File: config.mk
export PLATFORM = sky130hd
export DESIGN_NAME = fetch_ctrl
export DESIGN_NICKNAME = d
export VERILOG_FILES = /design/src/rtl/fetch_ctrl.sv
export SDC_FILE = /design/constraint.sdc
export NUM_CORES = 1
export LEC_CHECK = 0
export ABC_AREA = 1
export BUFFER_PORTS_ARGS = -buffer_cell sky130_fd_sc_hd__buf_2
export CORE_ASPECT_RATIO = 1.75
export CORE_UTILIZATION = 43
export DETAILED_ROUTE_END_ITERATION = 10
export PLACE_DENSITY = 0.94
export SLEW_MARGIN = 20
export SYNTH_ARGS = -nofsm -noshare
export SYNTH_HDL_FRONTEND = slang
export SYNTH_SLANG_ARGS = --single-unit
File: constraint.sdc
create_clock -name clk -period 3.3 [get_ports clk]
set_input_delay 0.165 -clock clk [delete_from_list [all_inputs] [get_ports clk]]
set_output_delay 0.165 -clock clk [all_outputs]
set_load 0.01 [all_outputs]
File: src/rtl/fetch_ctrl.sv
// rtl/fetch_ctrl.sv - instruction fetch controller: PC sequencing, outstanding tracking, flush drain
// Optional feature macro: FETCH_PERF_EN (stall/fetch performance counters)
module fetch_ctrl #(
   parameter int branch_addr = 4,
   parameter int MAX_OUT     = 2,
   parameter int STRIDE      = 8
) (
   input  logic                   clk,
   input  logic                   rst,
   input  logic                   iq_full,
   input  logic                   iq_empty,
   input  logic                   buffer_full,
   input  logic                   buffer_empty,
   input  logic                   bid_full,
   input  logic                   flush,
   input  logic [branch_addr-1:0] flush_addr,
   output logic                   imem_req,
   output logic [branch_addr-1:0] imem_addr,
   input  logic                   imem_gnt,
   input  logic                   imem_rvalid,
   input  logic [63:0]            imem_rdata,
   output logic                   iq_push,
   output logic [63:0]            iq_data,
   output logic [branch_addr-1:0] iq_pc,
   output logic [branch_addr-1:0] pc,
   output logic                   busy,
   output logic                   err,
   output logic [15:0]            stall_cnt,
   output logic [15:0]            fetch_cnt
);

   // outstanding/discard count 0..4, PC FIFO pointer wide enough for MAX_OUT entries
   localparam int OW = 3;
   localparam int PW = (MAX_OUT > 1) ? $clog2(MAX_OUT) : 1;

   typedef enum logic [1:0] {IDLE, FETCH, STALL, DRAIN} state_t;

   state_t                 state;
   logic [branch_addr-1:0] pc_q;
   logic [OW-1:0]          outstanding;
   logic [OW-1:0]          discard;
   logic                   req_q;
   logic                   err_q;
   logic [branch_addr-1:0] pc_fifo [MAX_OUT];
   logic [PW-1:0]          wr_ptr;
   logic [PW-1:0]          rd_ptr;

   logic                   stall;
   logic                   accept;
   logic                   resp;
   logic                   push;
   logic [OW-1:0]          out_after;

   function automatic logic [PW-1:0] next_ptr(input logic [PW-1:0] p);
      return (p == PW'(MAX_OUT - 1)) ? '0 : p + PW'(1);
   endfunction

   // backpressure, handshake qualifiers and the post-cycle outstanding count
   always_comb begin
      stall     = (iq_full | bid_full | buffer_full) & ~(iq_empty & buffer_empty);
      accept    = req_q & imem_gnt;
      resp      = imem_rvalid & (outstanding != '0);
      out_after = outstanding + OW'(accept) - OW'(resp);
      push      = rst & resp & ~flush & ((state == FETCH) | (state == STALL));
   end

   // main controller: state, pc, request, outstanding/discard tracking, FIFO pointers, error flag
   always_ff @(posedge clk) begin
      if (!rst) begin
         state       <= IDLE;
         pc_q        <= '0;
         outstanding <= '0;
         discard     <= '0;
         req_q       <= 1'b0;
         err_q       <= 1'b0;
         wr_ptr      <= '0;
         rd_ptr      <= '0;
      end else begin
         if (imem_rvalid && outstanding == '0)
            err_q <= 1'b1;
         case (state)
            IDLE: state <= FETCH;
            default: begin
               if (flush) begin
                  // redirect: anything already in flight (incl. this cycle's grant) is discarded
                  pc_q        <= flush_addr;
                  req_q       <= 1'b0;
                  wr_ptr      <= '0;
                  rd_ptr      <= '0;
                  outstanding <= out_after;
                  discard     <= out_after;
                  state       <= (out_after != '0) ? DRAIN : FETCH;
               end else if (state == DRAIN) begin
                  if (resp) begin
                     outstanding <= outstanding - OW'(1);
                     discard     <= discard - OW'(1);
                     if (discard == OW'(1))
                        state <= FETCH;
                  end
               end else begin
                  if (accept) begin
                     wr_ptr <= next_ptr(wr_ptr);
                     pc_q   <= pc_q + branch_addr'(STRIDE);
                  end
                  if (resp)
                     rd_ptr <= next_ptr(rd_ptr);
                  outstanding <= out_after;
                  if (state == FETCH && stall && !(req_q && !imem_gnt))
                     state <= STALL;
                  else if (state == STALL && !stall)
                     state <= FETCH;
                  // a raised request is held until granted; a new one needs credit and no stall
                  if (req_q && !imem_gnt)
                     req_q <= 1'b1;
                  else
                     req_q <= !stall && (out_after < OW'(MAX_OUT));
               end
            end
         endcase
      end
   end

   // PC FIFO storage: address of each accepted request, in issue order
   always_ff @(posedge clk) begin
      if (rst && !flush && accept && (state == FETCH || state == STALL))
         pc_fifo[wr_ptr] <= pc_q;
   end

`ifdef FETCH_PERF_EN
   logic [15:0] stall_cnt_q;
   logic [15:0] fetch_cnt_q;

   // saturating performance counters
   always_ff @(posedge clk) begin
      if (!rst) begin
         stall_cnt_q <= '0;
         fetch_cnt_q <= '0;
      end else begin
         if (state == STALL && stall_cnt_q != 16'hFFFF)
            stall_cnt_q <= stall_cnt_q + 16'd1;
         if (accept && fetch_cnt_q != 16'hFFFF)
            fetch_cnt_q <= fetch_cnt_q + 16'd1;
      end
   end

   assign stall_cnt = stall_cnt_q;
   assign fetch_cnt = fetch_cnt_q;
`else
   assign stall_cnt = 16'd0;
   assign fetch_cnt = 16'd0;
`endif

   assign imem_req  = rst & req_q;
   assign imem_addr = pc_q;
   assign pc        = pc_q;
   assign iq_push   = push;
   assign iq_data   = push ? imem_rdata : 64'd0;
   assign iq_pc     = push ? pc_fifo[rd_ptr] : '0;
   assign busy      = rst & ((state != FETCH) | (outstanding != '0));
   assign err       = err_q;

endmodule

Word level (Yosys, flattened, before mapping):

Memory sizes are Yosys's and may differ from the RTL's. A register that Yosys moved wholly into a read port is not among the register bits.
Cells that the tools add are included.

* add/subtract/negate cells: 7
* $mul: 0
* div/mod/pow operators: 0
* magnitude comparators: 1
* equality and inequality tests: 10
* shift operators: 0
* muxes and demuxes: 34
* bitwise gates (word level): 17
* reductions and logical operators: 31

Operators with widths (count)
* 64-bit 2-to-1 mux: 1
* 3-bit 2-to-1 mux: 6
* 1-bit 2-to-1 mux: 16
* 4-bit 2-to-1 mux: 4
* 3-bit AND reduction: 5
* 2-bit 2-to-1 mux: 7
* 1-bit bitwise AND: 9
* 1-bit logical AND: 9
* 2-bit nonzero test: 3
* 3-bit nonzero test: 2
* 3-bit by 1-bit subtractor with 3-bit output (second input constant): 2
* 5-bit nonzero test: 1
* 4-bit adder (second input constant): 1
* 2-bit equality test (second input constant): 2
* 1-bit zero test: 4
* 4-bit by 2-bit != test with 1-bit output (second input constant): 1
* 4-bit by 3-bit != test with 1-bit output (second input constant): 1
* 1-bit NOT: 4
* 1-bit OR: 4
* 2-bit AND reduction: 2
* 4-bit nonzero test: 1
* 3-bit by 1-bit adder with 3-bit output: 1
* 3-bit by 1-bit equality test with 1-bit output (second input constant): 1
* 3-bit zero test: 1
* other kinds (11): 12

* register bits after elaboration: 16
* bits in latches: 0
* memory bits (writable): 8
* ROM bits: 0
* input port bits: 78
* output and inout bits: 112
* logic and storage cells: 110
* memories kept: 1

Memory list
* pc_fifo: depth 2, bits a word 4, rd ports 1, clocked after memory_dff 1, write ports 1, RTL line 44 `logic [branch_addr-1:0] pc_fifo [MAX_OUT];`

Longest topological paths before layout:

* word-level depth: 10
* depth in mapped cells: 15
* depth with buffers taken out: 15

Worst setup path after synthesis:

No wires, ideal clock.

* kind: register to register
* start point: register outstanding[1]
* end point: register req_q
* setup time: 0.123 ns
* arrival time: 2.165 ns
* data required time: 3.177 ns
* slack: 1.012 ns
* cell stages (with the launch flop): 15
* buffers on the path: 0
* period minus slack after synthesis: 2.288 ns
* cell sequence: dfxtp_1 > inv_1 > ha_1 > nand2_2 > nand2_2 > inv_2 > nand2_1 > nand2_1 > ha_1 > fa_1 > xnor2_1 > xor2_1 > o21ai_0 > nand3_1 > o21ai_0

* cells in the longest elaborated chain, start to end: 8
* elaborated cells between the ends (all ways): 9
* those cells by class: add/sub: 2; order compare: 1; mux: 3; bitwise: 1; reduce/logical: 2

RTL lines
* start: declaration: RTL line 40 `logic [OW-1:0] outstanding;`
* start signal: assignment: RTL line 90 `outstanding <= out_after;`
* start signal: assignment: RTL line 95 `outstanding <= outstanding - OW'(1);`
* start signal: assignment: RTL line 107 `outstanding <= out_after;`
* branches (longest 2 deep; another with 3-bit by 1-bit adder with 3-bit output)
* 3-bit by 1-bit subtractor with 3-bit output (*): RTL line 63 `out_after = outstanding + OW'(accept) - OW'(resp);`
* 3-bit by 2-bit < comparator with 1-bit output (*): RTL line 116 `req_q <= !stall && (out_after < OW'(MAX_OUT));`
* 1-bit logical AND (*): RTL line 116
* 1-bit 2-to-1 mux (*): RTL line 113 `if (req_q && !imem_gnt)`
* 1-bit 2-to-1 mux (*): RTL line 93 `end else if (state == DRAIN) begin`
* 1-bit 2-to-1 mux (*): RTL line 84 `if (flush) begin`
* end signal: assignment: RTL line 116
* end: declaration: RTL line 42 `logic req_q;`

Every way passes the cells marked *. The select of a mux whose other input is x is not followed.
A chain may end at the register's enable or synchronous reset.

Worst setup path in the final report:

Same ends and word-level chain as after synthesis.

==> results list <==
- Clock-pin slew on the worst setup and hold paths: 100 ps
- Measured along the y axis, the die boundary spans 99.2 um.
- Largest family of logic cells by synthesized area: simple AND/OR/NAND/NOR gates
- Outcome: complete, but fails checks
- The worst pin sits at a relative slew slack of 56.5%.
- Total clock buffers created by CTS: 3
* Area enclosed by the die boundary: 5710 um2
- Detailed placement finished with a half-perimeter wire length of 6210 um.
* Count of buffer and inverter cells on the critical path: 2
* Util after Layout: 58.1%
- The post-route netlist has 37.5% of its cells at a drive strength greater than 1.
- Vias in the first global route: 2316
* Die Span X: 57.6 um
- Delay of the slowest cell on the worst path: 380 ps
- Starting utilization of the core area: 44.6%
- At the pin with the least slew margin, the transition time is 647 ps.
- In this run the core area contains 35 standard-cell rows.
- Critical-path cell with the highest stage delay: fa_1
* Number of synthesized register bits: 25
* Kind of start point of the critical path: flop
* Detailed router's first-iteration violation count: 183
- Number of distinct library cells after synthesis: 34
- Global-route wire length before repair: 11000 um
- The number of antenna violations at the first check in global routing came to 0.
- Maximum net fanout on the critical path: 5
- Arrival time of data at the critical path endpoint: 2850 ps
- Remaining routing DRC violations: 17
* Number of stages on the worst hold path: 3
- Required @ worst endpoint: 3470 ps
* Max-slew violations: 0
* Total iterations of the first detailed-routing run: 9
- The worst hold path begins at flush_addr[1].
* Final Setup Violations: 0
* PnR worst setup slack: 625 ps
- The worst-case IR drop observed on VDD is 467 uV.
- Library cell used as clock root buffer: clkbuf_8
* Violations in the final reports: DRC
- Post-cts resize count: 0
* Final antenna-violating net count: 0
* Number of cells on the worst reg-to-reg path: 14
- Summing the areas of all xor and xnor instances in the mapped netlist gives 1.51% of the synthesized area.
- Wire length after detailed routing: 7460 um
- Top cell family by delay on the critical path: adder cells
* CTS tree: built
- I/O pin count: 190
* Portion of synthesized cell area occupied by the leading cell type: 14.6%
* Sequential share of the synthesized area: 25.0%
* Number of flops mapped to enable cells by yosys: 8
- Maximum count of clock buffers along a single path: 2
* Number of buffers added for setup after CTS: 0
* Std-Cell Core Area: 5210 um2
* Total number of vias: 2607
- Weighted congestion reported at the end of routability-driven placement: 0.966
* Ranking of synthesized cells by area: dfxtp_1, inv_1, buf_4
- RSZ-0062 raised after global routing: false
- Commonest register cell after synthesis: dfxtp_1
- After detailed routing, the number of vias per cell comes to 4.68.
- Port buffering added 157 buffers.
* Power per Cell Area: 417 nW/um2
* Post-Synthesis Cells: 352
- Clk sink count: 25
* Wire length per cell after detailed routing: 13.4 um
- Post-synth design cell area: 2320 um2
* Layout Skew: 13.4 ps
- The worst path in the final design needs a cycle of 2680 ps, including I/O delays and setup.
* Complex-gate fraction of the synthesized area: 8.19%
* Endpoint of the worst-slack reg-to-reg timing path: req_q$_SDFFE_PN0P_
* Cell count along the critical path: 14
- Final hold violations: 0
- For the final routed database, the setup TNS stands at 0 ps.
- After Yosys synthesis, full adders, half adders and majority gates account for 6.25% of the synthesized area.
- Mux cell area share after synthesis: 0.431%
- Share of synthesized registers carrying an async set or reset: 0%
- For this run, the number of Yosys warnings is 0.
- In the finished design, the share of the clock period the worst path needs comes to 81.1%.
- Max-cap violations in this run came to 0.
- Summed over all cells, the static leakage comes to 0.00200 uW.
* Class of the most critical hold timing path: input pin to flop
- Synth-to-Final Area Change: 30.3%
- In this run the number of H-tree levels came out at 1.
* Achievable clock frequency: 0.374 GHz
- The repair_antennas step left the layout with diodes totalling 0.
- Register-to-register setup slack: 620 ps
- STA classifies the critical path endpoint as a flop.
- Clock latency reported for the late side of the worst-skew pair: 280 ps
- Buffers inserted to repair hold after CTS numbered 0.
* Total routing usage reported by global routing: 25.2%
- Cell chain of the critical path: inv_1 -> ha_1 -> nand2_2 -> nand2_2 -> inv_2 -> nand2_1 -> nand2_1 -> ha_1 -> fa_1 -> xnor2_1 -> xor2_1 -> o21ai_0 -> nand3_1 -> o21ai_0
- Aggregate global routing overflow: 0
- Cell taking the most area after synthesis: dfxtp_1
- Entering global routing, the biggest net connects 36 pins.
- Dpl ws: 710 ps
- The startpoint identified for the worst register-to-register timing path is outstanding[1]$_SDFFE_PN0P_.
- For this run, the post-layout net count is 592.
- The worst hold path terminates at imem_addr[1]$_SDFFE_PN0P_.
- Share of synthesized cell area in and, or, nand and nor gates: 29.3%
* Worst Path Class, Setup: flop to flop
- After synthesis, the mean cell area works out to 6.60 um2.
-- cells in the mapped netlist (2+ instances only) --
cell type,n
a211oi_1,2
a21oi_1,17
buf_2,6
buf_4,36
buf_6,2
dfxtp_1,17
edfxtp_1,8
ha_1,10
inv_1,84
inv_2,5
nand2_1,40
nand2_2,2
nand2_4,2
nand3_1,12
nand4_1,3
nor2_1,63
nor2_4,11
nor3_1,4
o21ai_0,9
o21ai_1,3
xnor2_1,2
xor2_1,2
-- cells by family (layout without fill, tap and decap cells) --
kind of cell | count (synthesis) | after routing
compound gates | 35 | 35
fa+ha+maj | 11 | 11
flops | 25 | 25
buf+inv | 135 | 254
other cells | 1 | 32
xor+xnor | 4 | 4
mux | 1 | 1
simple gates | 140 | 140
-- flip-flops by register name, summed over array words and instances, names as in the netlist, named ones only --
| signal | cells |
|---|---|
| wr_ptr | 1 |
| discard | 3 |
| rd_ptr | 1 |
| outstanding | 3 |
| imem_addr | 4 |
| pc_fifo | 8 |
| req_q | 1 |
| err | 1 |
| state | 2 |
-- metrics by stage --
stage | power [uW] | hold slack, ps | instance area (um2) | instances
6_report | 1260 | 152 | 3030 | 557
5_1_grt | 1350 | 177 | 3030 | 557
4_1_cts | 1250 | 152 | 3030 | 557
3_5_place_dp | 1060 | 442 | 2980 | 553
3_3_place_gp | 1040 | 439 | 2980 | 553
2_1_floorplan | 890 | 325 | 2440 | 383
-- worst max path at each step --
stage                           startpoint                  to  slack [ps]
2_1_floorplan  outstanding[1]$_SDFFE_PN0P_  req_q$_SDFFE_PN0P_        1010
3_3_place_gp   outstanding[1]$_SDFFE_PN0P_  req_q$_SDFFE_PN0P_         780
3_5_place_dp   outstanding[1]$_SDFFE_PN0P_  req_q$_SDFFE_PN0P_         710
4_1_cts        outstanding[1]$_SDFFE_PN0P_  req_q$_SDFFE_PN0P_         690
5_1_grt        outstanding[1]$_SDFFE_PN0P_  req_q$_SDFFE_PN0P_         380
6_report       outstanding[1]$_SDFFE_PN0P_  req_q$_SDFFE_PN0P_         620
-- layer usage --
layer,vias up,global-route usage (%),wire [um]
li1,1266,-,-
met4,0,6.94,215
met1,1113,31.7,2890
met5,-,0,0
met3,22,5.07,1050
met2,206,42.8,3310
-- power breakdown --
| group | internal [uW] | switching (uW) |
|---|---|---|
| Clock | 85.7 | 108 |
| Combinational | 246 | 415 |
| Sequential | 363 | 42.8 |
| Total | 695 | 566 |
-- layout by cell type (no fill, tap or decap), types with 2 or more instances in the layout --
cell type / synthesis / layout
a211oi_1: 2 / 2
a21oi_1: 17 / 17
buf_2: 6 / 157
buf_4: 36 / 3
clkbuf_8: 0 / 3
conb_1: 1 / 32
dfxtp_1: 17 / 17
edfxtp_1: 8 / 8
ha_1: 10 / 10
inv_1: 84 / 84
inv_2: 5 / 5
nand2_1: 40 / 40
nand2_2: 2 / 2
nand2_4: 2 / 2
nand3_1: 12 / 12
nand4_1: 3 / 3
nor2_1: 63 / 63
nor2_4: 11 / 11
nor3_1: 4 / 4
o21ai_0: 9 / 9
o21ai_1: 3 / 3
xnor2_1: 2 / 2
xor2_1: 2 / 2
-- worst min-delay path, stage by stage --
cell     delay, ps
buf_2           90
nand3_1         70
a21oi_1         50
-- area by class of cell --
type,count,area [um2]
fillers,512,2180
multi-input cells,223,1180
repair buffers,160,808
flip-flops and latches,25,581
inverters,90,340
well taps,55,68.8
clock buffers,3,41.3
clock inverters,1,7.51
(Power assumes the default switching activity.)
